## src/rtl/promotion_overlay_ctrl_pkg.sv

```systemverilog
// Shared types and constants for the pawn-promotion overlay.
package promo_pkg;

    typedef enum logic [1:0] {P_IDLE, P_SHOW, P_CONFIRM} promo_state_t;
    typedef enum logic [1:0] {PC_Q, PC_R, PC_B, PC_N} promo_piece_t;

    localparam logic [7:0] KEY_LEFT  = 8'h50;
    localparam logic [7:0] KEY_RIGHT = 8'h4F;
    localparam logic [7:0] KEY_ENTER = 8'h28;

    localparam int unsigned PROMO_TILES = 4;

endpackage

```

## src/rtl/promotion_overlay_ctrl_if.sv

```systemverilog
// Bus between the promotion overlay and the game FSM, keyboard decoder,
// sprite ROM and palette lookup. slave = overlay side, master = environment.
interface promotion_overlay_ctrl_if;
    logic        promo_req;
    logic        promo_side;
    logic        key_valid;
    logic [7:0]  keycode;
    logic [9:0]  DrawX;
    logic [9:0]  DrawY;
    logic [3:0]  rom_index;
    logic [13:0] rom_addr;
    logic        rom_side;
    logic [3:0]  pix_index;
    logic        pix_valid;
    logic        busy;
    logic [1:0]  piece_sel;
    logic        done;

    modport slave (
        input  promo_req, promo_side, key_valid, keycode, DrawX, DrawY, rom_index,
        output rom_addr, rom_side, pix_index, pix_valid, busy, piece_sel, done
    );

    modport master (
        output promo_req, promo_side, key_valid, keycode, DrawX, DrawY, rom_index,
        input  rom_addr, rom_side, pix_index, pix_valid, busy, piece_sel, done
    );
endinterface

```

## src/rtl/promotion_overlay_ctrl_addr_gen.sv

```systemverilog
// First pixel stage of the overlay: window test, tile decode, sprite-ROM
// address and highlight-border flags, all registered.
module promo_addr_gen
    import promo_pkg::*;
#(
    parameter int unsigned ORIGIN_X = 224,
    parameter int unsigned ORIGIN_Y = 208,
    parameter int unsigned TILE     = 48
)(
    input  logic         Clk,
    input  logic         Reset,
    input  logic         show,
    input  promo_piece_t cursor,
    input  logic [9:0]   DrawX,
    input  logic [9:0]   DrawY,
    output logic [13:0]  rom_addr,
    output logic         in_win,
    output logic         sel,
    output logic         border
);

    localparam logic [9:0]  X_LO    = 10'(ORIGIN_X);
    localparam logic [9:0]  X_HI    = 10'(ORIGIN_X + PROMO_TILES * TILE);
    localparam logic [9:0]  Y_LO    = 10'(ORIGIN_Y);
    localparam logic [9:0]  Y_HI    = 10'(ORIGIN_Y + TILE);
    localparam logic [9:0]  T1      = 10'(TILE);
    localparam logic [9:0]  T2      = 10'(2 * TILE);
    localparam logic [9:0]  T3      = 10'(3 * TILE);
    localparam logic [9:0]  B_LO    = 10'd2;
    localparam logic [9:0]  B_HI    = 10'(TILE - 2);
    localparam logic [13:0] TILE_W  = 14'(TILE);
    localparam logic [13:0] TILE_SQ = 14'(TILE * TILE);

    logic        win_c;
    logic        edge_c;
    logic [9:0]  rx;
    logic [9:0]  tx;
    logic [9:0]  ty;
    logic [9:0]  tile_base;
    logic [1:0]  tile;
    logic [13:0] addr_c;

    // Window test and tile decode; tile index by comparing against multiples of TILE
    always_comb begin
        win_c = show && (DrawX >= X_LO) && (DrawX < X_HI) && (DrawY >= Y_LO) && (DrawY < Y_HI);
        rx    = DrawX - X_LO;
        ty    = DrawY - Y_LO;
        if (rx >= T3) begin
            tile      = 2'd3;
            tile_base = T3;
        end else if (rx >= T2) begin
            tile      = 2'd2;
            tile_base = T2;
        end else if (rx >= T1) begin
            tile      = 2'd1;
            tile_base = T1;
        end else begin
            tile      = 2'd0;
            tile_base = '0;
        end
        tx     = rx - tile_base;
        addr_c = 14'(tile) * TILE_SQ + 14'(ty) * TILE_W + 14'(tx);
        edge_c = (tx < B_LO) || (tx >= B_HI) || (ty < B_LO) || (ty >= B_HI);
    end

    // S0 registers; address forced to 0 outside the window
    always_ff @(posedge Clk) begin
        if (Reset) begin
            rom_addr <= '0;
            in_win   <= 1'b0;
            sel      <= 1'b0;
            border   <= 1'b0;
        end else begin
            rom_addr <= win_c ? addr_c : '0;
            in_win   <= win_c;
            sel      <= win_c && (tile == 2'(cursor));
            border   <= win_c && edge_c;
        end
    end

endmodule

```

## src/rtl/promotion_overlay_ctrl.sv

```systemverilog
// Pawn-promotion overlay controller: menu FSM, cursor, piece commit and the
// second pixel stage. Optional auto-confirm timeout under PROMO_TIMEOUT_EN.
module promotion_overlay_ctrl
    import promo_pkg::*;
#(
    parameter int unsigned ORIGIN_X   = 224,
    parameter int unsigned ORIGIN_Y   = 208,
    parameter int unsigned TILE       = 48,
    parameter logic [3:0]  HILITE_IDX = 4'd1
`ifdef PROMO_TIMEOUT_EN
    , parameter int unsigned TIMEOUT_CYC = 500000
`endif
)(
    input logic                    Clk,
    input logic                    Reset,
    promotion_overlay_ctrl_if.slave bus
);

    promo_state_t state, state_n;
    promo_piece_t cursor, cursor_n;

    logic        key_left, key_right, key_enter;
    logic        timeout;
    logic        done_q;
    logic        rom_side_q;
    logic [1:0]  piece_sel_q;
    logic        pix_valid_q;
    logic [3:0]  pix_index_q;
    logic [13:0] s0_addr;
    logic        s0_win, s0_sel, s0_border;

    assign key_left  = bus.key_valid && (bus.keycode == KEY_LEFT);
    assign key_right = bus.key_valid && (bus.keycode == KEY_RIGHT);
    assign key_enter = bus.key_valid && (bus.keycode == KEY_ENTER);

`ifdef PROMO_TIMEOUT_EN
    localparam int unsigned TO_W = (TIMEOUT_CYC > 1) ? $clog2(TIMEOUT_CYC) : 1;
    logic [TO_W-1:0] to_cnt;

    assign timeout = (state == P_SHOW) && (to_cnt == TO_W'(TIMEOUT_CYC - 1));

    // Idle counter: runs only in SHOW, restarts on any key press
    always_ff @(posedge Clk) begin
        if (Reset) begin
            to_cnt <= '0;
        end else if ((state != P_SHOW) || bus.key_valid || timeout) begin
            to_cnt <= '0;
        end else begin
            to_cnt <= to_cnt + TO_W'(1);
        end
    end
`else
    assign timeout = 1'b0;
`endif

    // State and cursor registers
    always_ff @(posedge Clk) begin
        if (Reset) begin
            state  <= P_IDLE;
            cursor <= PC_Q;
        end else begin
            state  <= state_n;
            cursor <= cursor_n;
        end
    end

    // Next state and cursor; ENTER outranks the timeout, which outranks arrows
    always_comb begin
        state_n  = state;
        cursor_n = cursor;
        case (state)
            P_IDLE: begin
                if (bus.promo_req) begin
                    state_n  = P_SHOW;
                    cursor_n = PC_Q;
                end
            end
            P_SHOW: begin
                if (key_enter) begin
                    state_n = P_CONFIRM;
                end else if (timeout) begin
                    state_n  = P_CONFIRM;
                    cursor_n = PC_Q;
                end else if (key_left) begin
                    cursor_n = promo_piece_t'(2'(cursor) - 2'd1);
                end else if (key_right) begin
                    cursor_n = promo_piece_t'(2'(cursor) + 2'd1);
                end
            end
            P_CONFIRM: state_n = P_IDLE;
            default:   state_n = P_IDLE;
        endcase
    end

    // Side latch on menu open, piece commit and done pulse
    always_ff @(posedge Clk) begin
        if (Reset) begin
            rom_side_q  <= 1'b0;
            piece_sel_q <= '0;
            done_q      <= 1'b0;
        end else begin
            done_q <= (state == P_CONFIRM);
            if (state == P_CONFIRM) begin
                piece_sel_q <= 2'(cursor);
            end
            if ((state == P_IDLE) && bus.promo_req) begin
                rom_side_q <= bus.promo_side;
            end
        end
    end

    promo_addr_gen #(
        .ORIGIN_X (ORIGIN_X),
        .ORIGIN_Y (ORIGIN_Y),
        .TILE     (TILE)
    ) u_addr_gen (
        .Clk      (Clk),
        .Reset    (Reset),
        .show     (state == P_SHOW),
        .cursor   (cursor),
        .DrawX    (bus.DrawX),
        .DrawY    (bus.DrawY),
        .rom_addr (s0_addr),
        .in_win   (s0_win),
        .sel      (s0_sel),
        .border   (s0_border)
    );

    // S1: ROM data or highlight colour, zeroed when the overlay does not own the pixel
    always_ff @(posedge Clk) begin
        if (Reset) begin
            pix_valid_q <= 1'b0;
            pix_index_q <= '0;
        end else begin
            pix_valid_q <= s0_win;
            if (!s0_win) begin
                pix_index_q <= '0;
            end else if (s0_sel && s0_border) begin
                pix_index_q <= HILITE_IDX;
            end else begin
                pix_index_q <= bus.rom_index;
            end
        end
    end

    assign bus.rom_addr  = s0_addr;
    assign bus.rom_side  = rom_side_q;
    assign bus.pix_index = pix_index_q;
    assign bus.pix_valid = pix_valid_q;
    assign bus.busy      = (state != P_IDLE);
    assign bus.piece_sel = piece_sel_q;
    assign bus.done      = done_q;

endmodule

```

## src/flat_wrapper.sv

```systemverilog
// flat-port wrapper written by rule: the top's interface ports become plain ports
module promotion_overlay_ctrl_flat import promo_pkg::*;
#(
    parameter int unsigned ORIGIN_X   = 224,
    parameter int unsigned ORIGIN_Y   = 208,
    parameter int unsigned TILE       = 48,
    parameter logic [3:0]  HILITE_IDX = 4'd1

)
  (Clk, Reset, bus_promo_req, bus_promo_side, bus_key_valid, bus_keycode, bus_DrawX, bus_DrawY, bus_rom_index, bus_rom_addr, bus_rom_side, bus_pix_index, bus_pix_valid, bus_busy, bus_piece_sel, bus_done);
  promotion_overlay_ctrl_if bus_i ();
  input logic Clk;
  input logic Reset;
  input wire logic [$bits(bus_i.promo_req)-1:0] bus_promo_req;
  input wire logic [$bits(bus_i.promo_side)-1:0] bus_promo_side;
  input wire logic [$bits(bus_i.key_valid)-1:0] bus_key_valid;
  input wire logic [$bits(bus_i.keycode)-1:0] bus_keycode;
  input wire logic [$bits(bus_i.DrawX)-1:0] bus_DrawX;
  input wire logic [$bits(bus_i.DrawY)-1:0] bus_DrawY;
  input wire logic [$bits(bus_i.rom_index)-1:0] bus_rom_index;
  output wire logic [$bits(bus_i.rom_addr)-1:0] bus_rom_addr;
  output wire logic [$bits(bus_i.rom_side)-1:0] bus_rom_side;
  output wire logic [$bits(bus_i.pix_index)-1:0] bus_pix_index;
  output wire logic [$bits(bus_i.pix_valid)-1:0] bus_pix_valid;
  output wire logic [$bits(bus_i.busy)-1:0] bus_busy;
  output wire logic [$bits(bus_i.piece_sel)-1:0] bus_piece_sel;
  output wire logic [$bits(bus_i.done)-1:0] bus_done;
  assign bus_i.promo_req = bus_promo_req;
  assign bus_i.promo_side = bus_promo_side;
  assign bus_i.key_valid = bus_key_valid;
  assign bus_i.keycode = bus_keycode;
  assign bus_i.DrawX = bus_DrawX;
  assign bus_i.DrawY = bus_DrawY;
  assign bus_i.rom_index = bus_rom_index;
  assign bus_rom_addr = bus_i.rom_addr;
  assign bus_rom_side = bus_i.rom_side;
  assign bus_pix_index = bus_i.pix_index;
  assign bus_pix_valid = bus_i.pix_valid;
  assign bus_busy = bus_i.busy;
  assign bus_piece_sel = bus_i.piece_sel;
  assign bus_done = bus_i.done;
  promotion_overlay_ctrl #(.ORIGIN_X(ORIGIN_X), .ORIGIN_Y(ORIGIN_Y), .TILE(TILE), .HILITE_IDX(HILITE_IDX)) u_core (.Clk(Clk), .Reset(Reset), .bus(bus_i));
endmodule
```

## config.mk

```make
export PLATFORM = sky130hd
export DESIGN_NAME = promotion_overlay_ctrl_flat
export DESIGN_NICKNAME = d
export VERILOG_FILES = /design/src/rtl/promotion_overlay_ctrl_pkg.sv /design/src/rtl/promotion_overlay_ctrl_if.sv /design/src/rtl/promotion_overlay_ctrl_addr_gen.sv /design/src/rtl/promotion_overlay_ctrl.sv /design/src/flat_wrapper.sv
export SDC_FILE = /design/constraint.sdc
export NUM_CORES = 1
export LEC_CHECK = 0
export CAP_MARGIN = 15
export CORE_MARGIN = 2
export CORE_UTILIZATION = 50
export CTS_CLUSTER_SIZE = 28
export DETAILED_ROUTE_END_ITERATION = 12
export GPL_TIMING_DRIVEN = 0
export PLACE_DENSITY = 0.88
export SYNTH_ARGS = -nofsm -noshare
export SYNTH_HDL_FRONTEND = slang
export SYNTH_SLANG_ARGS = --single-unit
```

## constraint.sdc

```tcl
create_clock -name Clk -period 6.8 [get_ports Clk]
set_input_delay 1.36 -clock Clk [delete_from_list [all_inputs] [get_ports Clk]]
set_output_delay 1.36 -clock Clk [all_outputs]
set_load 0.01 [all_outputs]
```

==> out/metrics.csv, run 1 <==
metric,value,unit
hold_class,reg -> reg,
routed_wl,5.35,mm
synthTopCellsByCount,"39 x ha_1, 31 x inv_1, 30 x dfxtp_1",
synthFlopType,dfxtp_1,
min_from,u_core.bus.rom_side,
hold_viol,0,
power_frac_seq,26.3,%
diodes,0,
worst-setup-path-type,in -> reg,
grt_busiest_layer,met2,
slew_headroom,64.2,%
gr-usage-all-layers,20.8,%
grt_use_met3,2.85,%
min_period,6.16,ns
antenna_found_initial,0,
grt_util_met1,26.9,%
hold_end,u_core.bus.rom_side,
max_freq,162,MHz
synth_top_family_by_area,adder cells,
rrSetupSlack,5.18,ns
cts.sinks,30,
syn_avg_cell_area,8.71,µm²
critPathCaptureType,register,
post-route-period-util,90.5,%
r2r_end,u_core.u_addr_gen.rom_addr[3],
cts_tree,done,
post_cts_buffers,0,
antenna_left,0,
setup_viol,0,
p_switching,0.252,mW
path_max_fanout,5,
synth.top_cell.area_share,24.3,%
die_h,74.4,µm
firstDrtPassIters,4,
die_area,5530,µm²
grt_overflow,0,
worstRegToRegCells,6,
root_buffer,clkbuf_8,
drc_errors,0,
initial_utilization,52.1,%
synth_edf_count,0,
total_power,0.674,mW
drtIter0Drc,85,
placed_area,3150,µm²
p_clk_share,22.0,%
required,6.97,ns
fin_area,3240,µm²
vias,2189,
io_pins,61,
place_ws,0.404,ns
dp_cells,410,
grt_pass1_wl,8.92,mm
hold_slack,0.461,ns
synth_nets,365,
worst_slack,0.644,ns
htreeDepth,2,
cp.arrival,6.32,ns
clk_latency,0.28,ns
whs_path_depth,2,
hold_buffers,0,
worst_slew_pin_slew,0.534,ns
die_w,74.4,µm
crit_chain,clkdlybuf4s50_1 > ha_1 > xnor2_1 > inv_2 > a21oi_2 > o22ai_1 > a211oi_4 > inv_1 > ha_1 > fa_1 > o21ai_0 > a21oi_1 > xnor2_1 > fa_1 > inv_1 > ha_1 > a21oi_1 > nor2_1 > o41ai_1 > xnor2_1 > nor2_1,
rows,25,
ir_worst_vdd,0.0862,mV
switching_share,37.4,%
r2r_start,u_core.state[0],
core_area,4750,µm²
synth_mux_area_share,0.809,%
synth_cells,284,
port_buffers,59,
grt_start_max_net_pins,11,
rsz0062_at_grt,false,
syn_area,2470,µm²
p_int,0.422,mW
flow.area_growth_from_synthesis,31.1,%
yosysMostFrequentCell,ha_1,
crit_path_max_incr_delay,0.51,ns
maxCapViolations,0,
wire_per_inst,12.8,µm
cp_slowest_cell,clkdlybuf4s50_1,
final_util,68.2,%
yosysWarnings,0,
synth_area_leader_cell,dfxtp_1,
cts_made_buffers,5,
stdcell_count,418,
status,completed,
ys_seq_elements,30,
drive_gt1_share,5.13,%
ys_seq_area_share,24.3,%
nets,431,
vias_per_cell,5.24,
power_density,208,nW/µm²
grt_pass1_vias,2041,
async_flop_share,0,%
post-dp-hpwl,4.36,mm
finalSetupTns,0,ns
clock_skew,0.00551,ns
synth.distinct_cells,52,
yosys-top-cells-area,"dfxtp_1 24%, ha_1 20%, xnor2_1 7.8%",
startpoint_type,primary input,
slew_violations,0,
synthAdderAreaFrac,23.8,%
p_leak,1.42,nW
gp_congestion,0.823,
synthXorXnorAreaFrac,9.91,%
synthSimpleGateAreaFrac,18.7,%
comb_power_share,51.7,%
clk_path_buf_depth,2,
use_met2,35.3,%
cts_resized,0,
synth_compound_area_share,17.0,%
clk_pin_slew,0.07,ns
## state kept, by name (all words and copies together) (netlist names)
name,count
u_core.bus.pix_index,4
u_core.cursor,2
u_core.u_addr_gen.sel,1
u_core.u_addr_gen.rom_addr,14
u_core.bus.rom_side,1
u_core.bus.done,1
u_core.bus.pix_valid,1
u_core.state,2
u_core.bus.piece_sel,2
u_core.u_addr_gen.border,1
u_core.u_addr_gen.in_win,1
## final cells by class
class,count,area (µm²)
tap,67,83.8
timing repair buffer,59,591
inverter,32,120
sequential,30,601
buffer,4,17.5
multi-input combinational,218,1740
clock buffer,6,82.6
clock inverter,2,12.5
fill,411,1510
## metal layers
| layer | share of wire (%) | routed length, µm | vias to the layer above |
|---|---|---|---|
| met4 | 1.7 | 93 | 0 |
| met2 | 46 | 2460 | 80 |
| met1 | 47 | 2500 | 974 |
| li1 | - | - | 1126 |
| met3 | 5.7 | 306 | 9 |
| met5 | 0 | 0 | - |
## placed cells by master, fill, tap and decap left out, drive strengths merged, types with 2 or more instances in the layout
cell type and instances:
clkbuf 8, nand4b 3, o211ai 2, nor2 20
ha 39, xor2 6, and2 11, buf 2
fa 5, o21ai 6, o21bai 3, nand2b 5
dfxtp 30, nor3 7, nor4bb 2, nor4b 2
nand3 9, inv 32, a211oi 4, nand2 10
a21oi 24, xnor2 22, a211o 2, nor2b 3
a21o 6, o21a 2, mux2i 2, a31oi 5
clkdlybuf4s50 59
## critical path, delay by kind of cell
family                     cells  cell delay (ns)
AOI/OAI and AO/OA              7             1.51
xor gates and xnor gates       3             0.74
adders and majority gates      5             1.77
buffers and inverters          4             0.80
and+or+nand+nor                2             0.15
## cell families after synthesis
family	after synthesis
XOR/XNOR	28
AO/OA/AOI/OAI	63
flip-flops	30
adder cells (fa/ha/maj)	44
AND/OR/NAND/NOR	81
multiplexers	2
buffers and inverters	36
## power by group through the flow
stage	logic, mW	clock network [mW]	registers [mW]
finish	0.348	0.149	0.177
global route	0.395	0.155	0.177
CTS	0.347	0.151	0.177
detailed placement	0.343	0	0.181
global placement	0.326	0	0.181
floorplan	0.262	0	0.181
## worst max-delay path by stage
stage / start / endpoint / slack (ns)
after floorplan: bus_DrawX[5] / u_core.u_addr_gen.rom_addr[13] / 1.50
after global placement: bus_DrawX[5] / u_core.u_addr_gen.rom_addr[13] / 0.52
after detailed placement: bus_DrawX[5] / u_core.u_addr_gen.rom_addr[13] / 0.40
after CTS: bus_DrawX[5] / u_core.u_addr_gen.rom_addr[13] / 0.67
after global routing: bus_DrawX[5] / u_core.u_addr_gen.rom_addr[13] / 0.37
final: bus_DrawX[5] / u_core.u_addr_gen.rom_addr[13] / 0.64
Note: power is estimated with default switching activity, not from simulation.
==> run 2: changes to the inputs <==
--- a/config.mk
+++ b/config.mk
@@ -12,6 +12,7 @@
 export DETAILED_ROUTE_END_ITERATION = 12
 export GPL_TIMING_DRIVEN = 0
 export PLACE_DENSITY = 0.88
+export SLEW_MARGIN = 20
 export SYNTH_ARGS = -nofsm -noshare
 export SYNTH_HDL_FRONTEND = slang
 export SYNTH_SLANG_ARGS = --single-unit
==> results of run 2 <==
Same layout as run 1: the final DEF is identical, and so are final timing and power.
==> run 3: changes to the inputs <==
--- a/config.mk
+++ b/config.mk
@@ -6,11 +6,11 @@
 export NUM_CORES = 1
 export LEC_CHECK = 0
 export CAP_MARGIN = 15
+export CORE_ASPECT_RATIO = 0.9
 export CORE_MARGIN = 2
 export CORE_UTILIZATION = 50
 export CTS_CLUSTER_SIZE = 28
 export DETAILED_ROUTE_END_ITERATION = 12
-export GPL_TIMING_DRIVEN = 0
 export PLACE_DENSITY = 0.88
 export SLEW_MARGIN = 20
 export SYNTH_ARGS = -nofsm -noshare
==> run 3 against run 2 <==
Effect of this change:
- sequential power is essentially flat
- clock-buffer cell count did not move
- sequential cell count is the same
- total power increased by 0.72%
- die area is essentially flat
- largest power group unchanged
- via count up 1.5%
==> out/metrics.csv, run 3 (synthesized netlist as in run 1, its figures left out) <==
metric,value,unit,change
status,completed,,unchanged
flow.area_growth_from_synthesis,31.0,%,was 31.1%
slew_violations,0,,unchanged
dp_cells,406,,was 410
ir_worst_vdd,0.106,mV,was 0.0862 mV
grt_overflow,0,,unchanged
cts_made_buffers,5,,unchanged
cts_tree,done,,unchanged
wire_per_inst,13.0,µm,was 12.8 µm
clk_latency,0.28,ns,about the same
maxCapViolations,0,,unchanged
cts.sinks,30,,unchanged
max_freq,165,MHz,was 162 MHz
rsz0062_at_grt,false,,unchanged
mostFrequentLayoutCell,clkdlybuf4s50_1,,unchanged
rrSetupSlack,5.19,ns,was 5.18 ns
required,6.96,ns,was 6.97 ns
root_buffer,clkbuf_8,,unchanged
path_max_fanout,5,,unchanged
grt_start_max_net_pins,11,,unchanged
die_w,78.2,µm,was 74.4 µm
io_pins,61,,unchanged
largest_register_ffs,14,,unchanged
startpoint_type,primary input,,unchanged
regArea,601,µm²,unchanged
die_h,70.7,µm,was 74.4 µm
min_period,6.05,ns,was 6.16 ns
nets,429,,was 431
worst-setup-path-type,in -> reg,,unchanged
vias_per_cell,5.37,,was 5.24
post-dp-hpwl,4.39,mm,was 4.36 mm
p_leak,1.42,nW,about the same
layout_common_cells,"60 x clkdlybuf4s50_1, 39 x ha_1, 31 x inv_1",,"was 59 x clkdlybuf4s50_1, 39 x ha_1, 31 x inv_1"
port_buffers,60,,was 59
antenna_left,0,,unchanged
firstDrtPassIters,5,,was 4
vias,2222,,was 2189
fillers,393,,was 411
multiInputGateArea,1740,µm²,unchanged
regMostFlops,u_core.u_addr_gen.rom_addr,,unchanged
worst_slew_pin_slew,0.533,ns,was 0.534 ns
grt_pass1_vias,1991,,was 2041
antenna_found_initial,0,,unchanged
gr-usage-all-layers,20.1,%,was 20.8%
drtIter0Drc,139,,was 85
grt_pass1_wl,8.96,mm,was 8.92 mm
hold_buffers,0,,unchanged
drive_gt1_share,4.87,%,was 5.13%
drc_errors,0,,unchanged
clock_skew,0.00718,ns,was 0.00551 ns
hold_class,reg -> reg,,unchanged
finalSetupTns,0,ns,unchanged
diodes,0,,unchanged
gp_congestion,0.946,,was 0.823
slew_headroom,64.3,%,was 64.2%
cts_resized,0,,unchanged
routed_wl,5.38,mm,was 5.35 mm
clk_path_buf_depth,2,,unchanged
htreeDepth,2,,unchanged
core_area,4800,µm²,was 4750 µm²
rows,24,,was 25
cp.arrival,6.21,ns,was 6.32 ns
critPathCaptureType,register,,unchanged
clk_pin_slew,0.07,ns,about the same
post-route-period-util,88.9,%,was 90.5%
power_density,209,nW/µm²,was 208 nW/µm²
initial_utilization,51.5,%,was 52.1%
stdcell_count,414,,was 418
setup_viol,0,,unchanged
hold_viol,0,,unchanged
post_cts_buffers,0,,unchanged
die_area,5530,µm²,about the same
## run 3: critical path, cell delays in order
cell             delay [ns]
clkdlybuf4s50_1        0.50
ha_1                   0.29
xnor2_1                0.39
inv_2                  0.10
a21oi_2                0.13
o22ai_1                0.13
a211oi_4               0.31
inv_1                  0.11
ha_1                   0.22
fa_1                   0.40
o21ai_0                0.19
a21oi_1                0.12
xnor2_1                0.17
fa_1                   0.51
inv_1                  0.04
ha_1                   0.29
a21oi_1                0.25
nor2_1                 0.07
o41ai_1                0.37
xnor2_1                0.18
nor2_1                 0.06
## run 3: area by class of cell
type / instances / share of cell area (%)
clock inverter: 2 / 0.386
tap: 65 / 2.51
sequential: 30 / 18.5
timing repair buffer: 61 / 18.8
multi-input combinational: 218 / 53.6
clock buffer: 6 / 2.55
inverter: 32 / 3.71
## run 3: power by group
part           switching, mW  internal [mW]  total (mW)
logic                  0.190          0.164       0.354
clock network         0.0667         0.0811       0.148
registers           0.000535          0.177       0.177
## run 3: worst paths after layout
| path | start | endpoint | cells after the start |
|---|---|---|---|
| max | bus_DrawX[6] | u_core.u_addr_gen.rom_addr[13] | 21 |
| min | u_core.bus.rom_side | u_core.bus.rom_side | 2 |
| max reg2reg | u_core.state[0] | u_core.u_addr_gen.rom_addr[2] | 5 |
| min reg2reg | u_core.bus.rom_side | u_core.bus.rom_side | 2 |
## run 3: stage by stage
step	hold WS, ns	util, %	setup WS (ns)	total power [mW]	cell area [µm²]
finish	0.457	67.5	0.752	0.679	3240
CTS	0.457	67.5	0.777	0.678	3240
global route	0.506	67.5	0.415	0.729	3240
detailed placement	0.448	65.5	0.528	0.526	3150
global placement	0.444	65.5	0.770	0.514	3150
floorplan	0.433	-	1.50	0.444	2470
## run 3: per-layer routing
layer | vias to the layer above | routed length [µm] | GRT usage, %
met5 | - | 0 | 0
met4 | 0 | 87 | 7.41
met3 | 8 | 324 | 3.19
met2 | 81 | 2460 | 33.0
met1 | 1022 | 2510 | 26.8
li1 | 1111 | - | -
